<file path="src/rtl/ctrl_fsm.sv">
// Multi-cycle control FSM for a 9-bit instruction set.
// Sequences FETCH/EXEC/MEM/WB, owns the PC and drives the datapath strobes.
module ctrl_fsm #(
   parameter int PC_W     = 8,
   parameter int START_PC = 0
) (
   input  logic            CLK,
   input  logic            Reset,
   input  logic            Start,
   input  logic [8:0]      Instruction,
   input  logic            Zero,
   output logic [PC_W-1:0] InstAddr,
   output logic [1:0]      ALU_OP,
   output logic [1:0]      ALU_Func,
   output logic [7:0]      Imm,
   output logic            RegWrite,
   output logic            MemRead,
   output logic            MemWrite,
   output logic            Done
);

   localparam logic [2:0] S_IDLE   = 3'd0;
   localparam logic [2:0] S_FETCH  = 3'd1;
   localparam logic [2:0] S_EXEC   = 3'd2;
   localparam logic [2:0] S_MEM    = 3'd3;
   localparam logic [2:0] S_WB     = 3'd4;
   localparam logic [2:0] S_HALTED = 3'd5;

   localparam logic [PC_W-1:0] PC_RST = PC_W'(START_PC);
   localparam logic [PC_W-1:0] PC_ONE = PC_W'(1);

   logic [2:0]      state_q, state_d;
   logic [PC_W-1:0] pc_q, pc_d;
   logic [8:0]      ir_q, ir_d;

   logic [1:0]  op, fn;
   logic [31:0] off32;
   logic        is_mem, is_lw, is_sw, is_beq, is_jmp, is_halt;

   assign op      = ir_q[8:7];
   assign fn      = ir_q[6:5];
   assign off32   = {{27{ir_q[4]}}, ir_q[4:0]};
   assign is_sw   = (op == 2'b01) && (fn == 2'b00);
   assign is_lw   = (op == 2'b01) && (fn == 2'b01);
   assign is_mem  = is_sw || is_lw;
   assign is_beq  = (op == 2'b00) && fn[0];
   assign is_jmp  = (op == 2'b11) && (fn == 2'b10);
   assign is_halt = (op == 2'b11) && (fn == 2'b11);

   always_comb begin
      state_d = state_q;
      pc_d    = pc_q;
      ir_d    = ir_q;
      case (state_q)
         S_IDLE, S_HALTED: begin
            if (Start) begin
               pc_d    = PC_RST;
               state_d = S_FETCH;
            end
         end
         S_FETCH: begin
            ir_d    = Instruction;
            state_d = S_EXEC;
         end
         S_EXEC: begin
            if (is_mem) begin
               state_d = S_MEM;
            end else if (is_beq || is_jmp) begin
               // Zero only matters on this edge; offset wraps modulo 2^PC_W.
               pc_d    = (is_jmp || Zero) ? pc_q + off32[PC_W-1:0] : pc_q + PC_ONE;
               state_d = S_FETCH;
            end else if (is_halt) begin
               state_d = S_HALTED;
            end else begin
               state_d = S_WB;
            end
         end
         S_MEM: begin
            if (is_lw) begin
               state_d = S_WB;
            end else begin
               pc_d    = pc_q + PC_ONE;
               state_d = S_FETCH;
            end
         end
         S_WB: begin
            pc_d    = pc_q + PC_ONE;
            state_d = S_FETCH;
         end
         default: state_d = S_IDLE;
      endcase
   end

   always_ff @(posedge CLK or negedge Reset) begin
      if (!Reset) begin
         state_q <= S_IDLE;
         pc_q    <= PC_RST;
         ir_q    <= '0;
      end else begin
         state_q <= state_d;
         pc_q    <= pc_d;
         ir_q    <= ir_d;
      end
   end

   // Outputs decode straight from flops so reset clears them without a clock.
   assign InstAddr = pc_q;
   assign ALU_OP   = (state_q == S_EXEC) ? op : 2'b00;
   assign ALU_Func = (state_q == S_EXEC) ? fn : 2'b00;
   assign Imm      = {3'b000, ir_q[4:0]};
   assign RegWrite = (state_q == S_WB);
   assign MemRead  = (state_q == S_MEM) && is_lw;
   assign MemWrite = (state_q == S_MEM) && is_sw;
   assign Done     = (state_q == S_HALTED);

endmodule

</file>
<file path="config.mk">
export PLATFORM = sky130hd
export DESIGN_NAME = ctrl_fsm
export DESIGN_NICKNAME = d
export VERILOG_FILES = /design/src/rtl/ctrl_fsm.sv
export SDC_FILE = /design/constraint.sdc
export NUM_CORES = 1
export LEC_CHECK = 0
export BUFFER_PORTS_ARGS = -buffer_cell sky130_fd_sc_hd__buf_2
export CORE_UTILIZATION = 45
export CTS_BUF_LIST = sky130_fd_sc_hd__clkbuf_4 sky130_fd_sc_hd__clkbuf_8 sky130_fd_sc_hd__clkbuf_16
export CTS_CLUSTER_DIAMETER = 50
export DETAILED_ROUTE_END_ITERATION = 6
export HOLD_SLACK_MARGIN = 0.15
export PLACE_DENSITY = 0.81
export REMOVE_ABC_BUFFERS = 1
export SYNTH_ARGS = -nofsm -noshare
export SYNTH_HDL_FRONTEND = slang
export SYNTH_SLANG_ARGS = --single-unit
</file>
<file path="constraint.sdc">
create_clock -name CLK -period 3.2 [get_ports CLK]
set_input_delay 0.32 -clock CLK [delete_from_list [all_inputs] [get_ports CLK]]
set_output_delay 0.32 -clock CLK [all_outputs]
set_load 0.05 [all_outputs]
</file>
=== Yosys cells after proc, flatten, opt, wreduce, memory -nomap -nowiden ===
Index checks and enable logic that the tools add are counted.

* Register bits after elaboration: 20
* Bits of input ports: 13

* $add $sub $neg: 2
* Equal/unequal tests: 14
* Multiplexer cells: 14
* Reductions and logical operators: 16

{| class="wikitable"
|+ Operators with widths
! kind !! count
|-
| 8-bit two-way mux || 5
|-
| 8-bit case mux with 4 select lines || 1
|-
| 3-bit case mux with 5 select lines || 1
|-
| 3-bit two-way mux || 4
|-
| 8-bit by 1-bit adder with 8-bit output (second input constant) || 1
|-
| 8-bit adder || 1
|-
| 2-bit inequality test (second input constant) || 4
|-
| 1-bit logical AND || 7
|-
| 2-bit equality test (second input constant) || 3
|-
| 3-bit by 2-bit equality test with 1-bit output (second input constant) || 2
|-
| 3-bit equality test (second input constant) || 2
|-
| 5-bit AND reduction || 1
|-
| 2-bit by 1-bit equality test with 1-bit output (second input constant) || 2
|-
| 2-bit zero test || 2
|-
| 2-bit two-way mux || 2
|-
| 4-bit nonzero test || 1
|-
| 3-bit by 1-bit equality test with 1-bit output (second input constant) || 1
|-
| 3-bit zero test || 1
|-
| 1-bit logical OR || 3
|-
| 2-bit OR reduction || 1
|-
| 1-bit two-way mux || 1
|}

=== Logic depth before layout (Yosys ltp) ===
Gate-level depths: netlist of run 1.

* Word-level depth: 7
* Depth in mapped cells: 7

=== Worst setup path before layout of run 1 ===
OpenSTA, ideal clock, no wires.

* Path type: reg-to-reg
* From: reg pc_q[0], in the netlist InstAddr[0]
* To: reg pc_q[6], in the netlist InstAddr[6]
* Library setup time: 121 ps
* Data arrival time: 2280 ps
* Data required time: 3079 ps
* Path slack: 799 ps
* Stages on the path, launching flop included: 8
* Buffers on the path: 0
* Period minus slack after synthesis: 2401 ps
* Path through: dfrtp_1 > ha_1 > fa_1 > a211o_1 > a211oi_1 > or4_1 > o311ai_0 > a22o_1

* Word-level cells in the longest chain between the ends: 5
* Elaborated cells on any way between the ends: 7
* Those cells by class: add/sub: 2; mux: 5

{| class="wikitable"
|+ Ends and longest elaborated chain
! element !! RTL line !! source
|-
| start: declaration || 33 || <nowiki>logic [PC_W-1:0] pc_q, pc_d;</nowiki>
|-
| start signal: assignment || 101 || <nowiki>pc_q <= pc_d;</nowiki>
|-
| 8-bit by 1-bit adder with 8-bit output or 8-bit adder (tied branches) || 70, 82, 87 ||
|-
| 8-bit two-way mux || 70 || <nowiki>pc_d = (is_jmp || Zero) ? pc_q + off32[PC_W-1:0] : pc_q + PC_ONE;</nowiki>
|-
| 8-bit two-way mux || 68 || <nowiki>end else if (is_beq || is_jmp) begin</nowiki>
|-
| 8-bit two-way mux || 66 || <nowiki>if (is_mem) begin</nowiki>
|-
| 8-bit case mux with 4 select lines (*) || 54 || <nowiki>case (state_q)</nowiki>
|}

Mark *: on every way between the ends. The rest lies on a longest branch, timed or not. The select of a mux whose other input is x is not followed.
A chain may end at the register's enable or synchronous reset.

=== Final worst setup path of run 1 ===
Same ends and word-level chain as after synthesis.

==> impl_metrics.yaml, run 1 <==
critical_path:
  r2r_slack_ps: 860
  regToRegEndpoint: "InstAddr[6]$_DFFE_PN0P_"
  crit_slowest_cell: "dfrtp_1"
  reg2reg_depth: 7
  crit_buf_inv: 0
  critPathArrivalTime_ps: 2550
  worstPathCellList: "ha_1 -> fa_1 -> a211o_1 -> a211oi_1 -> or4_1 -> o311ai_0 -> a22o_1"
  end_kind: "register"
  cp.required_ps: 3410
  critPathMaxFanout: 6
  slowest_delay_ps: 460
  crit_type: "reg2reg"
  reg2reg_from: "InstAddr[0]$_DFFE_PN0P_"
  cp-start-kind: "register"
  path_delay_family: "compound AO/OA/AOI/OAI gates"
detailed_routing:
  first_iter_violations: 48
  routed_wirelength_mm: 3.38
  wl_per_cell_microns: 14.1
  via_count: 1385
  antenna_left: 0
  drt_drc_violations_left: 0
  via_per_inst: 5.77
  detail_route.first_pass.iterations: 4
timing:
  drv_slew: 0
  max_freq_ghz: 0.428
  rsz0062_at_grt: "no"
  setup_viol: 0
  min_period_ps: 2340
  worst_slew_pin_slew_ps: 575
  period_share_pct: 73.0
  hold_ws_ps: 203
  hold_viol: 0
  finalSetupTns_ps: 0
  relSlewSlack_pct: 61.7
  skew_ps: 6.87
final_layout:
  post-route-util_pct: 52.8
  syn2layout_area_growth_pct: 12.0
  nNetsFinal: 217
  final_area_sq_mm: 0.00178
  antenna_cells: 0
  drive_gt1_share_pct: 26.3
hold_path:
  holdPathStages: 3
  holdPathEnd: "ir_q[8]$_DFFE_PN0N_"
  hp-start: "Instruction[8]"
  hp-class: "in2reg"
yosys:
  async_flop_share_pct: 100
  postSynthAreaPerCell_sq_um: 9.39
  synthFlopType: "dfrtp_1"
  yosys_warnings: 0
  netlist_area_sq_mm: 0.00159
  ys_types: 54
  synth_edf_count: 0
  post-synth-top-area-cell: "dfrtp_1"
  synth_top_area_share_pct: 31.5
  postSynthCellCount: 169
  synth_commonest_cells: "dfrtp_1, a21oi_1, buf_4"
  ys_seq_elements: 20
  ys_top_cells_by_area: "dfrtp_1, ha_1, mux2_2"
  yosysMostFrequentCell: "dfrtp_1"
  ys_seq_area_share_pct: 31.5
clock_tree:
  cts_tree: "yes"
  cts_max_level: 1
  clk_latency_ps: 310
  clkTransAtPathRegs_ps: 120
  cts_num_sinks: 20
  cts_root_buf: "clkbuf_4"
  cts_made_buffers: 3
  cts.path.max_buffers: 2
run_status:
  status: "finished clean"
global_routing:
  grt_pass1_vias: 1172
  overflow: 0
  grt_max_degree: 21
  grt_util_all_layers_pct: 19.5
  grt_pass1_wl_mm: 5.37
  antenna_found_initial: 0
job:
  drv_cap: 0
floorplan:
  chipHeight_microns: 61.4
  core-area_sq_mm: 0.00336
  rows: 21
  start_util_pct: 47.2
  die_area_sq_mm: 0.00377
  die_w_microns: 61.4
  io_pins: 37
place:
  dp_hpwl_mm: 2.43
  io_buffers: 33
  dpl_cell_area_sq_mm: 0.00171
  finalWeightedCongestion: 0.838
-- cell type report --
cell class | instances | area (sq um)
multi-input combinational | 130 | 965
clock inverter | 1 | 30.0
tap | 46 | 57.6
sequential | 20 | 500
inverter | 5 | 18.8
clock buffer | 3 | 22.5
fill | 338 | 1590
timing repair buffer | 35 | 183
-- sequential cells by signal, summed over array words and instances, names as in the netlist --
name	count
InstAddr	8
ir_q	9
state_q	3
-- timing repair --
item	CTS	global route
hold buffers	1	0
setup buffers	0	0
endpoints found under the hold margin	20	0
resized for setup	0	0
-- cell families (layout without fill, tap and decap cells) --
logic type               after synthesis  in the layout  synth area share (%)
other                                  1              3                 0.236
multiplexers                           8              8                  5.68
AO/OA/AOI/OAI                         54             54                  24.1
XOR/XNOR                               5              5                  2.76
flip-flops                            20             20                  31.5
buffers and inverters                 21             44                  8.12
adder cells (fa/ha/maj)                9              9                  7.57
AND/OR/NAND/NOR                       51             51                  20.0
-- worst register-to-register path: stages (launching register included) --
cell,delay [ps]
dfrtp_1,460
ha_1,250
fa_1,440
a211o_1,340
a211oi_1,280
or4_1,150
o311ai_0,110
a22o_1,200
-- through the flow --
| step | std cells | worst slack [ps] |
|---|---|---|
| finish | 240 | 864 |
| global route | 240 | 801 |
| CTS | 240 | 896 |
| detailed placement | 235 | 927 |
| global placement | 235 | 1000 |
| floorplan | 155 | 799 |
-- placed cells by master (no fill, tap or decap), types with 3 or more instances in the layout --
cell type  count
buf_2         33
dfrtp_1       20
a21oi_1       10
nor2_1         8
o21ai_0        8
mux2_2         8
ha_1           8
nand2_1        7
a21o_1         7
nor2b_1        6
inv_1          5
and2_1         5
a22o_1         5
nand3_1        4
o21a_1         4
nor3_1         3
xor2_1         3
conb_1         3
clkbuf_4       3
-- worst max-delay path by stage --
| stage | start | end | slack [ps] | cells after the start |
|---|---|---|---|---|
| detailed placement | InstAddr[0]$_DFFE_PN0P_ | InstAddr[6]$_DFFE_PN0P_ | 930 | 7 |
| CTS | InstAddr[0]$_DFFE_PN0P_ | InstAddr[6]$_DFFE_PN0P_ | 900 | 7 |
| global placement | InstAddr[0]$_DFFE_PN0P_ | InstAddr[6]$_DFFE_PN0P_ | 1000 | 7 |
| finish | InstAddr[0]$_DFFE_PN0P_ | InstAddr[6]$_DFFE_PN0P_ | 860 | 7 |
| global route | InstAddr[0]$_DFFE_PN0P_ | InstAddr[6]$_DFFE_PN0P_ | 800 | 7 |
| floorplan | InstAddr[0]$_DFFE_PN0P_ | InstAddr[6]$_DFFE_PN0P_ | 800 | 7 |
-- layer usage --
metal / up-vias / track usage (%) / share of wire [%] / wire length (microns)
met2: 38 / 28.4 / 46 / 1550
met1: 664 / 28.1 / 48 / 1630
met4: 0 / 10.2 / 2.5 / 85
met5: - / 0 / 0 / 0
li1: 674 / - / - / -
met3: 9 / 2.94 / 3.6 / 122
Power of run 1 is not shown: default switching activity piles up to over one toggle a cycle in this logic, so the estimate is an artifact.
==> run 2: changes to the inputs <==
==> constraint.sdc (replaced) <==
create_clock -name CLK -period 2.41 [get_ports CLK]
set_input_delay 0.241 -clock CLK [delete_from_list [all_inputs] [get_ports CLK]]
set_output_delay 0.241 -clock CLK [all_outputs]
set_load 0.05 [all_outputs]
==> impl_metrics.yaml, run 2 (synthesized netlist as in run 1, its figures left out) <==
run_status:
  status: "finished clean"
global_routing:
  grt_max_degree: 21
  grt_pass1_vias: 1125
  overflow: 0
  grt_pass1_wl_mm: 5.51
  grt_util_all_layers_pct: 19.6
  antenna_found_initial: 0
final_layout:
  nNetsFinal: 222
  layout_common_cells: "buf_2, dfrtp_1, a21oi_1"
  drive_gt1_share_pct: 27.1
  syn2layout_area_growth_pct: 15.4
  instances_no_fill: 245
  largest_reg_flops: 9
  layout_commonest_cell: "buf_2"
  largest_register: "ir_q"
  antenna_cells: 0
  fillers: 328
detailed_routing:
  wl_per_cell_microns: 14.3
  via_count: 1358
  drt_drc_violations_left: 0
  first_iter_violations: 57
  via_per_inst: 5.54
  antenna_left: 0
  detail_route.first_pass.iterations: 4
  routed_wirelength_mm: 3.51
job:
  drv_cap: 0
floorplan:
  die_w_microns: 61.4
  die_area_sq_mm: 0.00377
  chipHeight_microns: 61.4
  start_util_pct: 47.2
  rows: 21
  core-area_sq_mm: 0.00336
  io_pins: 37
timing:
  worst_slack_ps: 149
  min_period_ps: 2260
  drv_slew: 0
  period_share_pct: 93.8
  setup_viol: 0
  finalSetupTns_ps: 0
  worst_slew_pin_slew_ps: 539
  relSlewSlack_pct: 64.1
  hold_ws_ps: 160
  max_freq_ghz: 0.442
  hold_viol: 0
  skew_ps: 6.69
critical_path:
  cp.required_ps: 2620
  crit_type: "reg2reg"
  worstPathCellList: "ha_1 -> fa_1 -> a211o_1 -> a211oi_2 -> or4_1 -> o311ai_0 -> a22o_1"
  slowest_delay_ps: 460
  critPathMaxFanout: 6
  crit_buf_inv: 0
  path_delay_family: "compound AO/OA/AOI/OAI gates"
  end_kind: "register"
  cp-start-kind: "register"
  crit_slowest_cell: "dfrtp_2"
  critPathArrivalTime_ps: 2470
clock_tree:
  cts_max_level: 1
  clk_latency_ps: 310
  cts_made_buffers: 3
  cts_num_sinks: 20
  cts.path.max_buffers: 2
  cts_tree: "yes"
  cts_root_buf: "clkbuf_4"
  clkTransAtPathRegs_ps: 120
  post_cts_buffers: 0
place:
  place_ws_ps: 154
  io_buffers: 33
  finalWeightedCongestion: 0.835
  dp_hpwl_mm: 2.43
  dp.cells: 236
hold_path:
  hp-class: "in2reg"
==> run 2: cell count changes in the layout (fill, tap and decap cells not counted) <==
cell / change
buf_4: +1
dfrtp_2: +1
dlygate4sd3_1: +4
dfrtp_1: -1
a211oi_2: +1
a211oi_1: -1
==> run 2: metrics by stage <==
step	utilization [%]	instance area [sq um]
final	54.4	1830
after global routing	54.4	1830
after CTS	54.2	1820
after detailed placement	51.2	1720
after global placement	51.2	1720
after floorplan	-	1480
==> run 2: worst reg2reg max path, stage by stage (launching register included) <==
cell,delay [ps]
dfrtp_2,460
ha_1,240
fa_1,440
a211o_1,360
a211oi_2,220
or4_1,140
o311ai_0,110
a22o_1,190
==> run 2: worst paths after layout <==
check	from	end	slack [ps]	cells after the start
setup reg to reg	InstAddr[0]$_DFFE_PN0P_	InstAddr[6]$_DFFE_PN0P_	150	7
hold reg to reg	ir_q[0]$_DFFE_PN0N_	ir_q[0]$_DFFE_PN0N_	540	1
min in group asynchronous	Reset	state_q[2]$_DFFE_PN0P_	400	2
hold / removal	Instruction[2]	ir_q[2]$_DFFE_PN0N_	160	2
max in group asynchronous	Reset	InstAddr[0]$_DFFE_PN0P_	1660	2
setup / recovery	InstAddr[0]$_DFFE_PN0P_	InstAddr[6]$_DFFE_PN0P_	150	7
==> run 2: cell type report <==
class	count	area, sq um	share of cell area, %
Clock buffer	3	22.5	1.23
Timing Repair Buffer	40	230	12.6
Inverter	5	18.8	1.03
Clock inverter	1	30.0	1.64
Multi-Input combinational cell	130	970	53.0
Tap cell	46	57.6	3.14
Sequential cell	20	502	27.4
==> run 2: per-layer routing <==
metal / part of all wire, % / vias up / GRT usage (%)
met3: 3.3 / 2 / 2.31
met2: 44 / 37 / 28.3
met1: 52 / 641 / 30.6
met5: 0 / - / 0
li1: - / 678 / -
met4: 0.71 / 0 / 6.03
==> run 2: what timing repair did <==
action	in CTS	in global routing
hold buffers	5	0
resized for setup	0	2
hold endpoints to repair	24	0
endpoints found under the setup margin	0	1
Power of run 2 is left out for the same reason.
==> run 3: changes to the inputs <==
--- a/config.mk
+++ b/config.mk
@@ -5,13 +5,14 @@
 export SDC_FILE = /design/constraint.sdc
 export NUM_CORES = 1
 export LEC_CHECK = 0
+export ABC_AREA = 1
 export BUFFER_PORTS_ARGS = -buffer_cell sky130_fd_sc_hd__buf_2
 export CORE_UTILIZATION = 45
 export CTS_BUF_LIST = sky130_fd_sc_hd__clkbuf_4 sky130_fd_sc_hd__clkbuf_8 sky130_fd_sc_hd__clkbuf_16
 export CTS_CLUSTER_DIAMETER = 50
 export DETAILED_ROUTE_END_ITERATION = 6
 export HOLD_SLACK_MARGIN = 0.15
-export PLACE_DENSITY = 0.81
+export PLACE_DENSITY = 0.8
 export REMOVE_ABC_BUFFERS = 1
 export SYNTH_ARGS = -nofsm -noshare
 export SYNTH_HDL_FRONTEND = slang
==> impl_metrics.yaml, run 3 <==
detailed_routing:
  antenna_left: 0
  via_per_inst: 5.06
  first_iter_violations: 82
  routed_wirelength_mm: 3.76
  via_count: 1661
  wl_per_cell_microns: 11.5
  drt_drc_violations_left: 0
  detail_route.first_pass.iterations: 5
floorplan:
  die_w_microns: 63.4
  core-area_sq_mm: 0.00347
  chipHeight_microns: 63.4
  rows: 21
  io_pins: 37
  die_area_sq_mm: 0.00402
  start_util_pct: 48.9
yosys:
  synth.mux.area_fraction_pct: 3.32
  postSynthAreaPerCell_sq_um: 6.70
  synth-simple-area-share_pct: 36.8
  synth_top_area_share_pct: 29.5
  postSynthCellCount: 253
  ys_seq_area_share_pct: 29.5
  post-synth-top-area-cell: "dfrtp_1"
  synth_edf_count: 0
  yosysMostFrequentCell: "nand2_1"
  async_flop_share_pct: 100
  synth_xor_xnor_area_share_pct: 2.58
  ys_top_cells_by_area: "dfrtp_1, nand2_1, inv_1"
  synth_commonest_cells: "nand2_1, inv_1, nand3_1, nor2_1, dfrtp_1"
  synth_top_family_by_area: "simple AND/OR/NAND/NOR gates"
  ys_types: 32
  synthFlopType: "dfrtp_1"
  ys_seq_elements: 20
  yosys_warnings: 0
  synth_compound_area_share_pct: 7.31
  netlist_area_sq_mm: 0.00170
  yosys.area_share.adder_pct: 7.08
timing:
  hold_viol: 0
  setup_viol: 0
  worst_slew_pin_slew_ps: 565
  max_freq_ghz: 0.538
  drv_slew: 0
  relSlewSlack_pct: 62.2
  min_period_ps: 1860
  finalSetupTns_ps: 0
  rsz0062_at_grt: "no"
  skew_ps: 6.10
  period_share_pct: 77.2
final_layout:
  drive_gt1_share_pct: 18.8
  layout_common_cells: "nand2_1, inv_1, buf_2, nand3_1, nor2_1"
  largest_reg_flops: 9
  seqCellArea_sq_um: 500
  multiInputGateArea_sq_um: 978
  syn2layout_area_growth_pct: 13.6
  largest_register: "ir_q"
  fillers: 342
  antenna_cells: 0
  nNetsFinal: 305
  layout_commonest_cell: "nand2_1"
  post-route-util_pct: 55.5
  instances_no_fill: 328
global_routing:
  grt_pass1_vias: 1517
  grt_util_all_layers_pct: 21.1
  overflow: 0
  grt_pass1_wl_mm: 6.73
  antenna_found_initial: 0
  grt_max_degree: 21
critical_path:
  cp-start-kind: "register"
  worstPathCellList: "inv_2 -> nand2_2 -> nor2_4 -> inv_2 -> nor2_1 -> buf_2"
  regToRegEndpoint: "InstAddr[2]$_DFFE_PN0P_"
  r2r_slack_ps: 600
  cp.required_ps: 2170
  crit_slowest_cell: "dfrtp_1"
  end_kind: "primary output"
  crit_type: "reg2out"
  timing.critical_path.mode_cell: "inv_2"
  slowest_delay_ps: 410
  critPathMaxFanout: 9
  reg2reg_from: "InstAddr[0]$_DFFE_PN0P_"
  critPathArrivalTime_ps: 1620
  reg2reg_depth: 8
hold_path:
  hp-start: "Instruction[0]"
  hp-class: "in2reg"
  holdPathEnd: "ir_q[0]$_DFFE_PN0N_"
  holdPathStages: 2
clock_tree:
  cts_made_buffers: 3
  cts_tree: "yes"
  cts_max_level: 1
  cts_root_buf: "clkbuf_8"
  clkTransAtPathRegs_ps: 90
  ctsResizeCount: 0
  cts_num_sinks: 20
  cts.path.max_buffers: 2
  clk_latency_ps: 270
power:
  p_leak_nw: 1.12
  power-per-cell-area_mw_per_mm2: 1460
  peakVddDrop_mv: 0.818
run_status:
  status: "finished clean"
place:
  io_buffers: 33
  finalWeightedCongestion: 0.879
  dp.cells: 323
  dp_hpwl_mm: 2.84
job:
  drv_cap: 0
## run 3: changes by cell type after synthesis, moves of 6 or more
| cell | delta |
|---|---|
| nor2_1 | +13 |
| nor2b_1 | -6 |
| a21o_1 | -7 |
| nand3_1 | +20 |
| inv_1 | +29 |
| nand2_1 | +73 |
## run 3: per-layer routing
metal  wire length [microns]  up-vias  GRT usage [%]
met5                       0        -              0
met4                      72        0           7.95
met3                     192        9           3.08
met2                    1710       51           33.6
met1                    1780      752           28.5
li1                        -      849              -
## run 3: final cells by class
type	count	area share [%]
timing repair buffer	34	9.10
sequential	20	26.0
clock inverter	1	1.56
tap	46	2.99
multi-input combinational	186	50.8
clock buffer	3	2.14
inverter	38	7.41
## run 3: critical path, delay by kind of cell (launching register included)
family | cells | cell delay, ps
buffers and inverters | 3 | 500
and+or+nand+nor | 3 | 430
DFF | 1 | 410
## run 3: logic make-up (layout without fill, tap and decap cells)
group / after synthesis / count (layout)
AO/OA/AOI/OAI: 22 / 22
XOR/XNOR: 5 / 5
adder cells (fa/ha/maj): 9 / 9
buffers and inverters: 49 / 76
flip-flops: 20 / 20
multiplexers: 5 / 5
other: 1 / 3
AND/OR/NAND/NOR: 142 / 142
## run 3: how the worst max path moves through the flow
stage	from	to	slack [ps]
detailed placement	InstAddr[0]$_DFFE_PN0P_	InstAddr[4]$_DFFE_PN0P_	640
finish	state_q[2]$_DFFE_PN0P_	ALU_Func[1]	550
global placement	InstAddr[0]$_DFFE_PN0P_	InstAddr[4]$_DFFE_PN0P_	670
global route	state_q[2]$_DFFE_PN0P_	ALU_Func[0]	450
CTS	state_q[2]$_DFFE_PN0P_	ALU_Func[1]	560
floorplan	state_q[0]$_DFFE_PN0P_	InstAddr[3]$_DFFE_PN0P_	160
## run 3: per-stage QoR
step / cell area [sq um] / power (mW) / setup slack, ps / hold WS [ps]
floorplan: 1620 / 2.06 / 159 / -54.6
global placement: 1840 / 2.42 / 673 / 234
detailed placement: 1840 / 2.45 / 639 / 225
CTS: 1930 / 2.80 / 563 / 201
global route: 1930 / 3.06 / 446 / 207
finish: 1930 / 2.80 / 550 / 202
## run 3: where the power goes
part	total [mW]	internal [mW]	switching, mW
registers	0.661	0.479	0.181
logic	1.79	0.560	1.23
clock network	0.353	0.222	0.131
total	2.80	1.26	1.54
## run 3: timing repair
item                       CTS  global route
setup endpoints to repair    0             0
hold buffers                 1             0
buffers inserted             0             0
hold endpoints to repair    20             0
(Power assumes the default switching activity.)
